==> src/rtl/dpram_port_arbiter.sv <==
// Round-robin front end for the shared 256x8 dual-port RAM.
// Registers RAM commands and routes read returns to their requester.
module dpram_rr_arb #(
  parameter int N  = 2,
  parameter int PW = $clog2(N)
) (
  input  logic          clk,
  input  logic          rst_n,
  input  logic [N-1:0]  req,
  output logic [N-1:0]  gnt,
  output logic [PW-1:0] sel,
  output logic          hit
);

  logic [PW-1:0]  ptr;
  logic [PW-1:0]  nxt;
  logic [PW-1:0]  off;
  logic [PW:0]    sum;
  logic [2*N-1:0] rot;

  // Rotate so the pointer's requester sits at bit 0, then take the lowest set bit.
  always_comb begin
    rot = {req, req} >> ptr;
    off = '0;
    hit = 1'b0;
    for (int k = N - 1; k >= 0; k--) begin
      if (rot[k]) begin
        off = PW'(k);
        hit = 1'b1;
      end
    end
    sum = {1'b0, ptr} + {1'b0, off};
    if (sum >= (PW+1)'(N)) begin
      sel = PW'(sum - (PW+1)'(N));
    end else begin
      sel = PW'(sum);
    end
    gnt = '0;
    for (int i = 0; i < N; i++) begin
      gnt[i] = rst_n && hit && (sel == PW'(i));
    end
    if (sel == PW'(N - 1)) begin
      nxt = '0;
    end else begin
      nxt = sel + 1'b1;
    end
  end

  always_ff @(posedge clk or negedge rst_n) begin
    if (!rst_n) begin
      ptr <= '0;
    end else if (hit) begin
      ptr <= nxt;
    end
  end

endmodule

module dpram_port_arbiter #(
  parameter int NUM_REQ = 2,
  parameter int ADDR_W  = 8,
  parameter int DATA_W  = 8
) (
  input  logic                      clk,
  input  logic                      rst_n,
  input  logic [NUM_REQ-1:0]        wr_req,
  input  logic [NUM_REQ*ADDR_W-1:0] wr_addr,
  input  logic [NUM_REQ*DATA_W-1:0] wr_data,
  output logic [NUM_REQ-1:0]        wr_gnt,
  input  logic [NUM_REQ-1:0]        rd_req,
  input  logic [NUM_REQ*ADDR_W-1:0] rd_addr,
  output logic [NUM_REQ-1:0]        rd_gnt,
  output logic [NUM_REQ-1:0]        rd_valid,
  output logic [DATA_W-1:0]         rd_data,
  output logic                      ram_write_en,
  output logic [ADDR_W-1:0]         ram_write_addr,
  output logic [DATA_W-1:0]         ram_d_in,
  output logic                      ram_read_en,
  output logic [ADDR_W-1:0]         ram_read_addr,
  input  logic [DATA_W-1:0]         ram_d_out
);

  localparam int PW = $clog2(NUM_REQ);

  logic [PW-1:0]      wsel;
  logic [PW-1:0]      rsel;
  logic               whit;
  logic               rhit;
  logic [NUM_REQ-1:0] rd_id;
  logic               byp;
  logic [DATA_W-1:0]  byp_data;

  dpram_rr_arb #(
    .N  (NUM_REQ),
    .PW (PW)
  ) u_wr_arb (
    .clk   (clk),
    .rst_n (rst_n),
    .req   (wr_req),
    .gnt   (wr_gnt),
    .sel   (wsel),
    .hit   (whit)
  );

  dpram_rr_arb #(
    .N  (NUM_REQ),
    .PW (PW)
  ) u_rd_arb (
    .clk   (clk),
    .rst_n (rst_n),
    .req   (rd_req),
    .gnt   (rd_gnt),
    .sel   (rsel),
    .hit   (rhit)
  );

  always_ff @(posedge clk or negedge rst_n) begin
    if (!rst_n) begin
      ram_write_en   <= 1'b0;
      ram_write_addr <= '0;
      ram_d_in       <= '0;
      ram_read_en    <= 1'b0;
      ram_read_addr  <= '0;
      rd_id          <= '0;
      rd_valid       <= '0;
      byp            <= 1'b0;
      byp_data       <= '0;
    end else begin
      ram_write_en <= whit;
      if (whit) begin
        ram_write_addr <= wr_addr[wsel*ADDR_W +: ADDR_W];
        ram_d_in       <= wr_data[wsel*DATA_W +: DATA_W];
      end
      ram_read_en <= rhit;
      rd_id       <= rd_gnt;
      if (rhit) begin
        ram_read_addr <= rd_addr[rsel*ADDR_W +: ADDR_W];
      end
      rd_valid <= ram_read_en ? rd_id : '0;
      // Same-cycle collision: return the new data regardless of RAM behaviour.
      byp      <= ram_read_en && ram_write_en &&
                  (ram_read_addr == ram_write_addr);
      byp_data <= ram_d_in;
    end
  end

  always_comb begin
    rd_data = '0;
    if (|rd_valid) begin
      rd_data = byp ? byp_data : ram_d_out;
    end
  end

endmodule

==> config.mk <==
export PLATFORM = sky130hd
export DESIGN_NAME = dpram_port_arbiter
export DESIGN_NICKNAME = d
export VERILOG_FILES = /design/src/rtl/dpram_port_arbiter.sv
export SDC_FILE = /design/constraint.sdc
export NUM_CORES = 1
export LEC_CHECK = 0
export BUFFER_PORTS_ARGS = -buffer_cell sky130_fd_sc_hd__buf_2
export CAP_MARGIN = 20
export CORE_ASPECT_RATIO = 2
export CORE_UTILIZATION = 50
export CTS_BUF_LIST = sky130_fd_sc_hd__clkbuf_8
export DETAILED_ROUTE_END_ITERATION = 10
export MAX_ROUTING_LAYER = met4
export PLACE_DENSITY = 0.91
export SLEW_MARGIN = 20
export SYNTH_ARGS = -nofsm -noshare
export SYNTH_HDL_FRONTEND = slang
export SYNTH_SLANG_ARGS = --single-unit
==> constraint.sdc <==
create_clock -name clk -period 2.1 [get_ports clk]
set_input_delay 0.105 -clock clk [delete_from_list [all_inputs] [get_ports clk]]
set_output_delay 0.105 -clock clk [all_outputs]
set_load 0.02 [all_outputs]
==> results of run 1 <==
cells in the mapped netlist (all sizes together) (2+ instances only):
| library cell | count |
|---|---|
| nand2b | 2 |
| mux2i | 24 |
| nor2 | 42 |
| xor2 | 3 |
| clkbuf | 4 |
| o21ai | 4 |
| a21oi | 19 |
| and2 | 2 |
| mux2 | 6 |
| o22ai | 8 |
| buf | 5 |
| xnor2 | 2 |
| or2 | 2 |
| inv | 6 |
| nand2 | 7 |
| dfrtp | 41 |
| nor2b | 3 |
registers in the layout, summed over array words and instances (netlist names), 2 cells and up:
signal	flops
ram_read_addr	8
rd_valid	2
ram_write_addr	8
byp_data	8
rd_id	2
ram_d_in	8
critical path: stages (launching register included):
cell      delay, ps
dfrtp_1         410
nand2b_4        160
a21oi_4         420
buf_4           260
mux2i_1         200
a21oi_1          90
cell type report:
class | instances | area share [%]
Inverter | 6 | 0.880
Clock buffer | 5 | 2.69
Timing Repair Buffer | 104 | 20.7
Tap cell | 49 | 2.39
Sequential cell | 41 | 40.1
Clock inverter | 2 | 1.37
Multi-Input combinational cell | 129 | 31.9
path summary, 6_finish.rpt:
| check | to | slack (ps) | cells past startpoint |
|---|---|---|---|
| max | ram_d_in[4] | 410 | 5 |
| min | ram_read_addr[0] | 50 | 3 |
| max reg2reg | ram_d_in[4] | 410 | 5 |
| min reg2reg | byp_data[2] | 400 | 0 |
| max in group asynchronous | ram_read_addr[2] | 1190 | 3 |
| min in group asynchronous | u_wr_arb.ptr | 220 | 2 |
layer usage:
metal,vias up,track usage [%],part of all wire [%]
met5,-,-,0
met4,0,10.7,2.0
met3,9,3.20,7.7
met2,77,45.7,56
met1,772,22.4,35
li1,835,-,-
kinds of logic after synthesis:
family / after synthesis
AOI/OAI and AO/OA: 33
muxes: 30
xor gates and xnor gates: 5
buffers and inverters: 15
and+or+nand+nor: 61
DFF: 41
power groups by stage:
stage | clock network [mW] | registers, mW | logic, mW
after floorplan | 0 | 1.04 | 0.238
after global placement | 0 | 0.963 | 0.494
after detailed placement | 0 | 0.968 | 0.508
after CTS | 0.604 | 0.953 | 0.511
after global routing | 0.636 | 0.966 | 0.555
final | 0.592 | 0.953 | 0.505
==> reports/metrics.yaml, run 1 <==
outcome:
  run_status: "finished clean"
routing:
  vias: 1693
  routedWlPerCell_um: 13.5
  postRouteAntennaNets: 0
  firstDrtPassIters: 4
  drt-initial-drc-count: 20
  drt_wl_total_um: 4530
  avgViaCountPerCell: 5.04
  drc: 0
cells_and_area:
  n_antenna_cell: 0
  register_area_um2: 1030
  fin_util_pct: 70.2
  multi_input_area_um2: 816
  stdcell_count: 336
  fin_nets: 349
  final_area_um2: 2560
  final_cell_mix: "buf_2, nor2_1, dfrtp_1, mux2i_1, a21oi_1"
  final_common_cell: "buf_2"
  area_delta_synth_final_pct: 33.4
  fill_cells: 298
  drive_above_1_share_pct: 42.2
sta:
  setup_ws_ps: 410
  max_freq_ghz: 0.592
  finalSetupViolCount: 0
  period_share_pct: 80.5
  hold_slack_ps: 54.7
  fin_worst_skew_ps: 2.71
  finalSetupTns_ps: 0
  hold_viol_final: 0
  fin_crit_ps: 1690
  rsz0062_at_grt: "false"
  slew_headroom_pct: 61.6
  max_slew.worst_pin.slew_ps: 573
  drv_slew: 0
grt:
  grt-ovfl-total: 0
  grt_pass1_wl_um: 6900
  grt_max_degree: 36
  antenna_found_initial: 0
  grt_use_total_pct: 24.1
  grt_pass1_vias: 1657
yosys:
  netlist_top_cells_area: "dfrtp_1, mux2i_1, nor2_1, a21oi_1, mux2_2"
  ys_ff_latch: 41
  synth_top_family_by_area: "multiplexers"
  syn_area_per_cell_um2: 10.4
  ys_seq_area_share_pct: 53.5
  synth-edff-count: 0
  synth_xor_area_share_pct: 2.28
  ys.flop_type: "dfrtp_1"
  syn_inst: 185
  synth_fp_nets: 247
  synth.largest_area_cell: "dfrtp_1"
  synth_compound_area_share_pct: 10.2
  ys_types: 26
  synthArstFlopShare_pct: 100
  synth_top_area_share_pct: 53.5
  synthMuxAreaShare_pct: 16.0
  yosys_warnings: 0
  synthAdderAreaFrac_pct: 0
  syn-cell-area_um2: 1920
  yosys.area_share.simple_pct: 14.0
clock_tree:
  clk_pin_slew_ps: 70
  cts_buffers: 5
  cts_resized: 0
  hold_buffers: 1
  cts_tree: "built"
  clockBufferDepth: 2
  h-tree-depth: 2
  clk_latency_ps: 280
  cts_root_buf: "clkbuf_8"
  post_cts_buffers: 0
  clock-sinks: 41
place:
  port_buffers: 101
  post-place-ws_ps: 406
  gp_congestion: 0.704
  dp_cells: 328
  dpl-instance-area_um2: 2450
  hpwl_um: 3630
pwr:
  clkPwrFrac_pct: 28.9
  switchingPower_uw: 608
  combPwrFrac_pct: 24.6
  vdd_drop_max_uv: 666
  power.density_nw_per_um2: 801
  p_sw_share_pct: 29.6
  p_int_mw: 1.44
  p_leak_nw: 1.31
  p_seq_share_pct: 46.5
  p_total_mw: 2.05
floorplanning:
  num_rows: 31
  ios: 102
  initial_core_util_pct: 52.6
  die_area_um2: 4110
  core_um2: 3650
  die_w_um: 45.8
  die_y_um: 89.6
min_path:
  worstHoldStart: "rd_addr[8]"
  hp-class: "input pin to register"
worst_setup_path:
  worstPathArrival_ps: 1830
  path_class: "register to register"
  cp_max_fo: 12
  cp.required_ps: 2240
  setup.worst_path.start_class: "register"
  end_kind: "register"
  r2r-start: "u_wr_arb.ptr"
  critPathLaunch: "u_wr_arb.ptr"
flow_run:
  cap_viol_max_count: 0
Note: power is estimated with default switching activity, not from simulation.
==> run 2, diff against run 1 <==
--- a/config.mk
+++ b/config.mk
@@ -8,11 +8,11 @@
 export BUFFER_PORTS_ARGS = -buffer_cell sky130_fd_sc_hd__buf_2
 export CAP_MARGIN = 20
 export CORE_ASPECT_RATIO = 2
-export CORE_UTILIZATION = 50
+export CORE_UTILIZATION = 42
 export CTS_BUF_LIST = sky130_fd_sc_hd__clkbuf_8
 export DETAILED_ROUTE_END_ITERATION = 10
 export MAX_ROUTING_LAYER = met4
-export PLACE_DENSITY = 0.91
+export PLACE_DENSITY = 0.82
 export SLEW_MARGIN = 20
 export SYNTH_ARGS = -nofsm -noshare
 export SYNTH_HDL_FRONTEND = slang
==> constraint.sdc (replaced) <==
create_clock -name clk -period 1.5 [get_ports clk]
set_input_delay 0.075 -clock clk [delete_from_list [all_inputs] [get_ports clk]]
set_output_delay 0.075 -clock clk [all_outputs]
set_load 0.02 [all_outputs]
==> reports/metrics.yaml, run 2 (synthesized netlist as in run 1, its figures left out) <==
outcome:
  run_status: "finished clean"
place:
  hpwl_um: 3910
  gp_congestion: 0.775
  port_buffers: 101
  dpl-instance-area_um2: 2490
  dp_cells: 337
sta:
  drv_slew: 0
  max_slew.worst_pin.slew_ps: 564
  hold_slack_ps: 17.8
  hold_viol_final: 0
  rsz0062_at_grt: "false"
  period_share_pct: 95.6
  fin_worst_skew_ps: 8.48
  finalSetupViolCount: 0
  slew_headroom_pct: 62.4
  max_freq_ghz: 0.697
  fin_crit_ps: 1430
worst_setup_path:
  critPathLaunch: "u_wr_arb.ptr"
  timing.critical_path.buf_inv: 2
  worstPathArrival_ps: 1360
  setup.worst_path.start_class: "register"
  cp.required_ps: 1420
  crit_cells: 5
  worstPathCellList: "nor2b_2, a21oi_4, buf_6, nor2_1, buf_2"
  r2r-start: "ram_read_addr[2]"
  end_kind: "output pin"
  crit_family: "flip-flops"
  path_class: "register to output pin"
  cp_slowest_cell: "dfrtp_1"
  max_stage_delay_ps: 410
  cp_max_fo: 4
  r2r.worst_path.cells: 4
routing:
  routedWlPerCell_um: 14.2
  drt-initial-drc-count: 25
  postRouteAntennaNets: 0
  vias: 1728
  avgViaCountPerCell: 4.98
  drc: 0
  firstDrtPassIters: 4
  drt_wl_total_um: 4920
cells_and_area:
  drive_above_1_share_pct: 43.7
  final_cell_mix: "buf_2, nor2_1, dfrtp_1, mux2i_1, a21oi_1"
  final_common_cell: "buf_2"
  area_delta_synth_final_pct: 37.5
  final_area_um2: 2640
  stdcell_count: 347
  fin_nets: 354
  n_antenna_cell: 0
  fin_util_pct: 60.2
min_path:
  hp-class: "input pin to register"
  hold_depth: 3
  worstHoldStart: "rd_addr[12]"
clock_tree:
  clk_pin_slew_ps: 80
  cts_tree: "built"
  clk_latency_ps: 290
  h-tree-depth: 2
  clockBufferDepth: 2
  cts_root_buf: "clkbuf_8"
  cts_buffers: 5
  clock-sinks: 41
flow_run:
  cap_viol_max_count: 0
floorplanning:
  die_area_um2: 4860
  die_y_um: 97.6
  die_w_um: 49.8
  ios: 102
  core_um2: 4380
  num_rows: 34
  initial_core_util_pct: 43.8
grt:
  grt_pass1_vias: 1789
  grt-ovfl-total: 0
  antenna_found_initial: 0
  grt_pass1_wl_um: 8000
  grt_max_degree: 35
  grt_use_total_pct: 22.4
pwr:
  p_total_mw: 3.01
  vdd_drop_max_uv: 726
  power.density_nw_per_um2: 1140
  p_leak_nw: 1.35
## run 2: layout make-up
type	instances	area, um2
clock buffer	6	82.6
fill	403	1740
tap	54	67.6
inverter	6	22.5
timing repair buffer	109	584
multi-input combinational	129	817
clock inverter	2	37.5
sequential	41	1030
## run 2: final timing paths
| check | to | slack, ps |
|---|---|---|
| max | wr_gnt[1] | 70 |
| min | ram_read_addr[4] | 20 |
| max reg2reg | byp | 80 |
| min reg2reg | byp_data[5] | 400 |
| max in group asynchronous | byp | 760 |
| min in group asynchronous | u_rd_arb.ptr | 160 |
## run 2: worst reg2reg max path: stages, from the launching register on
cell and delay [ps]:
dfrtp_1 390, nor2b_1 130, a2111oi_1 450, nand4_1 150, nor4_1 200
## run 2: report_power, final
part           internal (mW)  switching, mW  leakage [nW]
registers               1.24         0.0994         0.475
clock network          0.541          0.381        0.0574
logic                  0.328          0.420         0.813
## run 2: stage by stage
step                      setup WS [ps]  setup TNS (ps)
after detailed placement          -62.5           -62.5
after global routing               8.26               0
after floorplan                     118               0
after global placement             24.3               0
after CTS                          17.4               0
final                              65.4               0
## run 2: what timing repair did
item                                    in CTS  in global routing
gates resized for setup                      1                  2
cloned                                       0                  0
setup buffers                                0                  1
endpoints found under the setup margin       1                  9
hold buffers                                 1                  0
pin swaps                                    0                  1
hold endpoints to repair                    41                  0
## run 2: layer usage
metal	up-vias	GRT usage (%)	routed length (um)
met2	77	41.8	2810
met1	801	20.7	1700
met3	10	5.32	291
met5	-	-	0
met4	0	9.23	111
li1	840	-	-
